[src/rtl/imem_loader_if.sv]
// imem_loader_if: byte-in / word-write bundle between UART receiver, loader and instruction memory.
// Latency: none; plain wires.
// Backpressure: none; rx_valid is a one-cycle strobe that the loader must take.
// Ports (master = loader side):
//   rx_data/rx_valid              byte stream from the UART receiver
//   wr_en/wr_addr/wr_data         instruction-memory write port
//   cpu_hold/busy/done/err        CPU hold and status
interface imem_loader_if #(
    parameter int ADDR_W = 12
);
    logic [7:0]        rx_data;
    logic              rx_valid;
    logic              wr_en;
    logic [ADDR_W-1:0] wr_addr;
    logic [15:0]       wr_data;
    logic              cpu_hold;
    logic              busy;
    logic              done;
    logic              err;

    modport master (
        input  rx_data, rx_valid,
        output wr_en, wr_addr, wr_data, cpu_hold, busy, done, err
    );

    modport slave (
        output rx_data, rx_valid,
        input  wr_en, wr_addr, wr_data, cpu_hold, busy, done, err
    );
endinterface

[src/rtl/imem_loader.sv]
// imem_loader: parses a framed UART download (HEADER, addr, count, words[, csum]) into 16-bit imem writes.
// Latency: wr_en, done and err are registered, one clock after the rx_valid of the byte causing them.
// Backpressure: none; a byte can be taken every clock. Optional checksum byte: LOADER_CHECKSUM_EN.
// Ports: clk, reset (sync, active-high), bus (imem_loader_if.master: rx byte in, write port out,
//        cpu_hold/busy high while a frame is open, done/err one-clock completion pulses).
module imem_loader #(
    parameter int         ADDR_W         = 12,
    parameter logic [7:0] HEADER         = 8'hA5,
    parameter int         TIMEOUT_CYCLES = 1000000
) (
    input logic           clk,
    input logic           reset,
    imem_loader_if.master bus
);
    localparam int TW = $clog2(TIMEOUT_CYCLES + 1);

    typedef enum logic [2:0] {
        IDLE, ADDR_H, ADDR_L, CNT_H, CNT_L, DATA_H, DATA_L
`ifdef LOADER_CHECKSUM_EN
        , CSUM
`endif
    } state_t;

    state_t            state;
    state_t            state_nxt;
    logic [7:0]        hi;         // high byte of address, count or data word
    logic [ADDR_W-1:0] addr;       // next write address
    logic [15:0]       remaining;  // words still to receive
    logic [7:0]        csum;
    logic [TW-1:0]     tcnt;       // idle clocks since the last accepted byte
    logic              wr_en_q;
    logic [ADDR_W-1:0] wr_addr_q;
    logic [15:0]       wr_data_q;
    logic              done_q;
    logic              err_q;
    logic              do_write;
    logic              fin_ok;
    logic              fin_err;
    logic              expire;
    logic [15:0]       word;

    assign word = {hi, bus.rx_data};

    // A byte arriving on the expiry clock wins over the timeout.
    assign expire = (state != IDLE) && !bus.rx_valid && (tcnt == TW'(TIMEOUT_CYCLES - 1));

    always_ff @(posedge clk) begin
        if (reset) state <= IDLE;
        else       state <= state_nxt;
    end

    always_comb begin
        state_nxt = state;
        do_write  = 1'b0;
        fin_ok    = 1'b0;
        fin_err   = 1'b0;
        if (expire) begin
            state_nxt = IDLE;
            fin_err   = 1'b1;
        end else if (bus.rx_valid) begin
            case (state)
                IDLE:   if (bus.rx_data == HEADER) state_nxt = ADDR_H;
                ADDR_H: state_nxt = ADDR_L;
                ADDR_L: state_nxt = CNT_H;
                CNT_H:  state_nxt = CNT_L;
                CNT_L: begin
                    if (word == 16'd0) begin
`ifdef LOADER_CHECKSUM_EN
                        state_nxt = CSUM;
`else
                        state_nxt = IDLE;
                        fin_ok    = 1'b1;
`endif
                    end else begin
                        state_nxt = DATA_H;
                    end
                end
                DATA_H: state_nxt = DATA_L;
                DATA_L: begin
                    do_write = 1'b1;
                    if (remaining == 16'd1) begin
`ifdef LOADER_CHECKSUM_EN
                        state_nxt = CSUM;
`else
                        state_nxt = IDLE;
                        fin_ok    = 1'b1;
`endif
                    end else begin
                        state_nxt = DATA_H;
                    end
                end
`ifdef LOADER_CHECKSUM_EN
                CSUM: begin
                    state_nxt = IDLE;
                    if (bus.rx_data == csum) fin_ok  = 1'b1;
                    else                     fin_err = 1'b1;
                end
`endif
                default: state_nxt = IDLE;
            endcase
        end
    end

    always_ff @(posedge clk) begin
        if (reset) begin
            hi        <= '0;
            addr      <= '0;
            remaining <= '0;
            csum      <= '0;
            tcnt      <= '0;
            wr_en_q   <= 1'b0;
            wr_addr_q <= '0;
            wr_data_q <= '0;
            done_q    <= 1'b0;
            err_q     <= 1'b0;
        end else begin
            wr_en_q <= do_write;
            done_q  <= fin_ok;
            err_q   <= fin_err;

            if (state_nxt == IDLE || bus.rx_valid) tcnt <= '0;
            else                                   tcnt <= tcnt + TW'(1);

            if (bus.rx_valid) begin
                case (state)
                    IDLE:   if (bus.rx_data == HEADER) csum <= '0;
                    ADDR_H: hi <= bus.rx_data;
                    ADDR_L: addr <= word[ADDR_W-1:0];
                    CNT_H:  hi <= bus.rx_data;
                    CNT_L:  remaining <= word;
                    DATA_H: begin
                        hi   <= bus.rx_data;
                        csum <= csum ^ bus.rx_data;
                    end
                    DATA_L: begin
                        wr_addr_q <= addr;
                        wr_data_q <= word;
                        addr      <= addr + ADDR_W'(1);
                        remaining <= remaining - 16'd1;
                        csum      <= csum ^ bus.rx_data;
                    end
                    default: ;
                endcase
            end
        end
    end

    assign bus.wr_en    = wr_en_q;
    assign bus.wr_addr  = wr_addr_q;
    assign bus.wr_data  = wr_data_q;
    assign bus.done     = done_q;
    assign bus.err      = err_q;
    assign bus.cpu_hold = (state != IDLE);
    assign bus.busy     = (state != IDLE);
endmodule

[src/flat_wrapper.sv]
// flat-port wrapper written by rule: the top's interface ports become plain ports
module imem_loader_flat 
#(
    parameter int         ADDR_W         = 12,
    parameter logic [7:0] HEADER         = 8'hA5,
    parameter int         TIMEOUT_CYCLES = 1000000
)
  (clk, reset, bus_rx_data, bus_rx_valid, bus_wr_en, bus_wr_addr, bus_wr_data, bus_cpu_hold, bus_busy, bus_done, bus_err);
  imem_loader_if #(.ADDR_W(ADDR_W)) bus_i ();
  input logic clk;
  input logic reset;
  input wire logic [$bits(bus_i.rx_data)-1:0] bus_rx_data;
  input wire logic [$bits(bus_i.rx_valid)-1:0] bus_rx_valid;
  output wire logic [$bits(bus_i.wr_en)-1:0] bus_wr_en;
  output wire logic [$bits(bus_i.wr_addr)-1:0] bus_wr_addr;
  output wire logic [$bits(bus_i.wr_data)-1:0] bus_wr_data;
  output wire logic [$bits(bus_i.cpu_hold)-1:0] bus_cpu_hold;
  output wire logic [$bits(bus_i.busy)-1:0] bus_busy;
  output wire logic [$bits(bus_i.done)-1:0] bus_done;
  output wire logic [$bits(bus_i.err)-1:0] bus_err;
  assign bus_i.rx_data = bus_rx_data;
  assign bus_i.rx_valid = bus_rx_valid;
  assign bus_wr_en = bus_i.wr_en;
  assign bus_wr_addr = bus_i.wr_addr;
  assign bus_wr_data = bus_i.wr_data;
  assign bus_cpu_hold = bus_i.cpu_hold;
  assign bus_busy = bus_i.busy;
  assign bus_done = bus_i.done;
  assign bus_err = bus_i.err;
  imem_loader #(.ADDR_W(ADDR_W), .HEADER(HEADER), .TIMEOUT_CYCLES(TIMEOUT_CYCLES)) u_core (.clk(clk), .reset(reset), .bus(bus_i));
endmodule
[config.mk]
export PLATFORM = sky130hd
export DESIGN_NAME = imem_loader_flat
export DESIGN_NICKNAME = d
export VERILOG_FILES = /design/src/rtl/imem_loader_if.sv /design/src/rtl/imem_loader.sv /design/src/flat_wrapper.sv
export SDC_FILE = /design/constraint.sdc
export NUM_CORES = 1
export LEC_CHECK = 0
export CORE_MARGIN = 3
export CORE_UTILIZATION = 30
export DETAILED_ROUTE_END_ITERATION = 12
export PLACE_DENSITY = 0.56
export SLEW_MARGIN = 0
export SYNTH_ARGS = -nofsm -noshare
export SYNTH_HDL_FRONTEND = slang
export SYNTH_SLANG_ARGS = --single-unit
[constraint.sdc]
create_clock -name clk -period 2.2 [get_ports clk]
set_input_delay 0.44 -clock clk [delete_from_list [all_inputs] [get_ports clk]]
set_output_delay 0.44 -clock clk [all_outputs]
set_load 0.02 [all_outputs]
==> impl_summary.txt <==
----------------------------------------------------
[GRT]
  Met1 layer usage reported by global route ... between 10% and 20%
  Grt total ovfl ... 0
  Antenna violations before repair ... 0
  Most Crowded Layer GR ... met2
  Met3 track demand over resource ... under 10%
  Overall fraction of global-route tracks in use ... roughly 15%
  Largest net degree at the start of global routing ... 30
  Met2 track demand over resource in global routing ... a little over a quarter
  First-pass GRT wire length ... ~18000 um
  Vias in the first global route ... roughly 3700

[STA]
  Total negative slack for setup checks ... 0 ps
  Crit share post-route ... between 90% and 100%
  Final setup violation count ... 0
  Hold violation total from the final report ... 0
  Max-slew violations ... 0
  Maximum frequency from static timing analysis ... 0.482 GHz
  Measured slew at the worst slew-check pin ... around 430 ps
  Time the worst path needs with I/O delays and setup ... 2070 ps
  Slew HR ... between 70% and 80%
  Final clock skew ... between 5 and 6 ps
  Hold Slack ... roughly 460 ps

[Route]
  Drt first-iter violations ... around 330
  Detailed Route WL ... between 10000 and 15000 um
  Post-DR wirelength/cell ... approximately 15 um
  Via-per-instance ratio ... ~5
  Final ANT Viol Nets ... 0
  Number of optimization iterations in the first detailed-route pass ... 4
  DR vias ... between 3000 and 4000
  Remaining routing DRC violations ... 0

[Die]
  Die footprint ... 15400 um^2
  X dimension of the die ... 124 um
  Core Footprint ... approximately 13000 um^2
  I/O pin total ... 44
  Initial core utilization ... 31.1%
  Standard-cell rows ... 42
  Die height ... between 100 and 150 um

[Clock tree]
  Clk sinks ... 90
  CTS tree ... yes
  Clock transition at the registers of the reported paths ... ~70 ps
  Buffer type at the clock tree root ... sky130_fd_sc_hd__clkbuf_16
  Skew-Pair Late Insertion Delay ... ~340 ps
  Maximum clock path buffer count ... 2
  Count of hold-fix buffers inserted at cts ... 0
  Total CTS buffers ... 9
  Number of H-tree levels ... 3

[Worst setup path]
  Cells traversed along the worst timing path ... clkdlybuf4s50_1 -> nor4_2 -> nand4_1 -> buf_4 -> a32oi_2 -> o211ai_2 -> o21ai_4 -> buf_12 -> nor2_1
  Worst path slowest cell ... sky130_fd_sc_hd__clkdlybuf4s50_1
  Slowest Stage Delay on Critical Path ... approximately 430 ps
  Type of the worst setup path ... in -> reg
  Worst path arrival time ... approximately 2300 ps
  Critical path fanouts, max ... 16
  Crit path launch type ... input port
  Worst path required time ... between 2000 and 2500 ps
  Kind of end point of the critical path ... flop
  Register-to-register path setup slack ... between 200 and 250 ps

[Power and ir drop]
  Maximum ir drop on the vdd rail ... ~0.34 mV
  Leakage power summed over all cells ... roughly 2.0 nW
  Power per standard cell area ... about 670 nW/um^2
  Overall power of the completed layout ... between 3 and 4 mW

[Logic synthesis]
  Cell types occupying the most area after synthesis ... sky130_fd_sc_hd__dfxtp_1, sky130_fd_sc_hd__nand2_1, sky130_fd_sc_hd__nor2_1
  Synthesized net count ... ~540
  Number of distinct library cell variants in the gate-level netlist after synthesis ... 52
  Flip-flop and latch count after synthesis ... 90
  Top cell type by total area after synthesis ... sky130_fd_sc_hd__dfxtp_1
  Post-synth EDFFs ... 0
  Top cell type's share of synthesized area ... 43.1%
  Fraction of synthesis flops using an asynchronous set or reset pin ... 0%
  Cell area after technology mapping ... ~4200 um^2
  Number of instances in the synthesized netlist ... between 500 and 600
  Yosys synthesis warning count ... 0
  Proportion of synthesized chip area in sequential cells ... 43.1%
  Prevailing post-synth register cell ... sky130_fd_sc_hd__dfxtp_1
  Average size of a mapped cell ... just under 8 um^2

[Place]
  Placed cell areas ... 5020 um^2
  Final GP Congestion ... roughly 0.82
  Post-detailed-placement half-perimeter wirelength ... 8170 um
  # port buffers ... 43

[Finish]
  Count of nets after finishing ... between 600 and 700
  Post-Route Utilization ... about two fifths
  Multi-input combinational cell area ... between 2000 and 2500 um^2
  Footprint of the flip-flops and latches ... ~1800 um^2
  Most frequent cells in the layout ... sky130_fd_sc_hd__nand2_1, sky130_fd_sc_hd__dfxtp_1, sky130_fd_sc_hd__nor2_1, sky130_fd_sc_hd__a21oi_1
  Count of inserted antenna diode cells ... 0
  Most common library cell in the layout ignoring fill and taps ... sky130_fd_sc_hd__nand2_1
  Filler cell count ... approximately 1400
  Fraction of layout instances using a drive strength above 1 ... between 10% and 20%
  Post-Layout Inst Area ... between 5000 and 6000 um^2
  Signed area change from the synthesized netlist to the final layout ... 29.7%

[Run]
  Max-cap check violation count ... 0

[Hold path]
  Tightest Hold Check Type ... reg -> reg

[Outcome]
  Run status ... completed

----------------------------------------------------
[sequential cells by signal, summed over array words and instances (netlist names)]
name,count
u_core.hi,8
u_core.state,3
u_core.bus.wr_data,16
u_core.remaining,16
u_core.bus.wr_addr,12
u_core.bus.done,1
u_core.tcnt,20
u_core.bus.err,1
u_core.bus.wr_en,1
u_core.addr,12
[synthesized netlist by cell type, types with 4 or more instances]
master / instances
sky130_fd_sc_hd__a211oi_1: 4
sky130_fd_sc_hd__xor2_1: 12
sky130_fd_sc_hd__a311oi_1: 4
sky130_fd_sc_hd__nor4_1: 9
sky130_fd_sc_hd__and3_1: 5
sky130_fd_sc_hd__nor3b_1: 4
sky130_fd_sc_hd__o21ai_0: 24
sky130_fd_sc_hd__nand2_1: 103
sky130_fd_sc_hd__a22oi_1: 9
sky130_fd_sc_hd__ha_1: 4
sky130_fd_sc_hd__mux2i_1: 9
sky130_fd_sc_hd__or3_1: 7
sky130_fd_sc_hd__inv_1: 4
sky130_fd_sc_hd__a21oi_1: 43
sky130_fd_sc_hd__xnor2_1: 5
sky130_fd_sc_hd__nand4_1: 4
sky130_fd_sc_hd__dfxtp_1: 90
sky130_fd_sc_hd__nor3_1: 18
sky130_fd_sc_hd__nor2_1: 66
sky130_fd_sc_hd__a31oi_1: 7
sky130_fd_sc_hd__and4_1: 6
sky130_fd_sc_hd__buf_2: 9
sky130_fd_sc_hd__nand3_1: 19
sky130_fd_sc_hd__clkbuf_1: 19
[final cells by class]
type	count	area share, %
clock inverter	7	2.75
sequential	90	33.2
multi-input combinational	402	41.2
tap	176	4.06
inverter	6	0.415
clock buffer	9	4.15
timing repair buffer	85	14.2
[worst max-delay path, delay by kind of cell]
family	cells	cell delay (ps)
and+or+nand+nor	3	520
buffers and inverters	3	770
AOI/OAI and AO/OA	3	580
[per-layer routing]
| layer | share of wire (%) | wire length (um) | vias to the layer above |
|---|---|---|---|
| li1 | - | - | 1995 |
| met1 | 46 | 5230 | 1805 |
| met2 | 48 | 5410 | 68 |
| met3 | 4.4 | 498 | 16 |
| met4 | 1.8 | 199 | 0 |
| met5 | 0 | 0 | - |
[through the flow]
step           setup WS, ps  cells
2_1_floorplan           377    529
3_3_place_gp           -232    758
3_5_place_dp           -254    758
4_1_cts                2.45    774
5_1_grt               -8.64    775
6_report                127    775
[logic make-up after synthesis]
family	count (synthesis)	share of synthesized area (%)
buffers and inverters	37	3.95
and+or+nand+nor	264	30.0
AOI/OAI and AO/OA	108	16.1
DFF	90	43.1
adders and majority gates	4	1.20
xor gates and xnor gates	17	3.56
muxes	9	2.15
[what timing repair did]
item / 4_1_cts / 5_1_grt
resized for setup: 0 / 5
setup buffers: 0 / 1
setup endpoints to repair: 0 / 22
[path summary, 6_finish.rpt]
path	start	end	depth (start not counted)
setup / recovery	bus_rx_data[1]	u_core.tcnt[17]	9
hold reg to reg	u_core.bus.wr_addr[5]	u_core.bus.wr_addr[5]	2
setup reg to reg	u_core.remaining[1]	u_core.tcnt[18]	9
hold / removal	u_core.bus.wr_addr[5]	u_core.bus.wr_addr[5]	2
[report_power, final]
group	switching (mW)	internal (mW)
clock network	0.677	1.24
logic	0.0574	0.0395
registers	0.000283	1.63
total	0.734	2.91
Power figures use the tool's default switching activity.
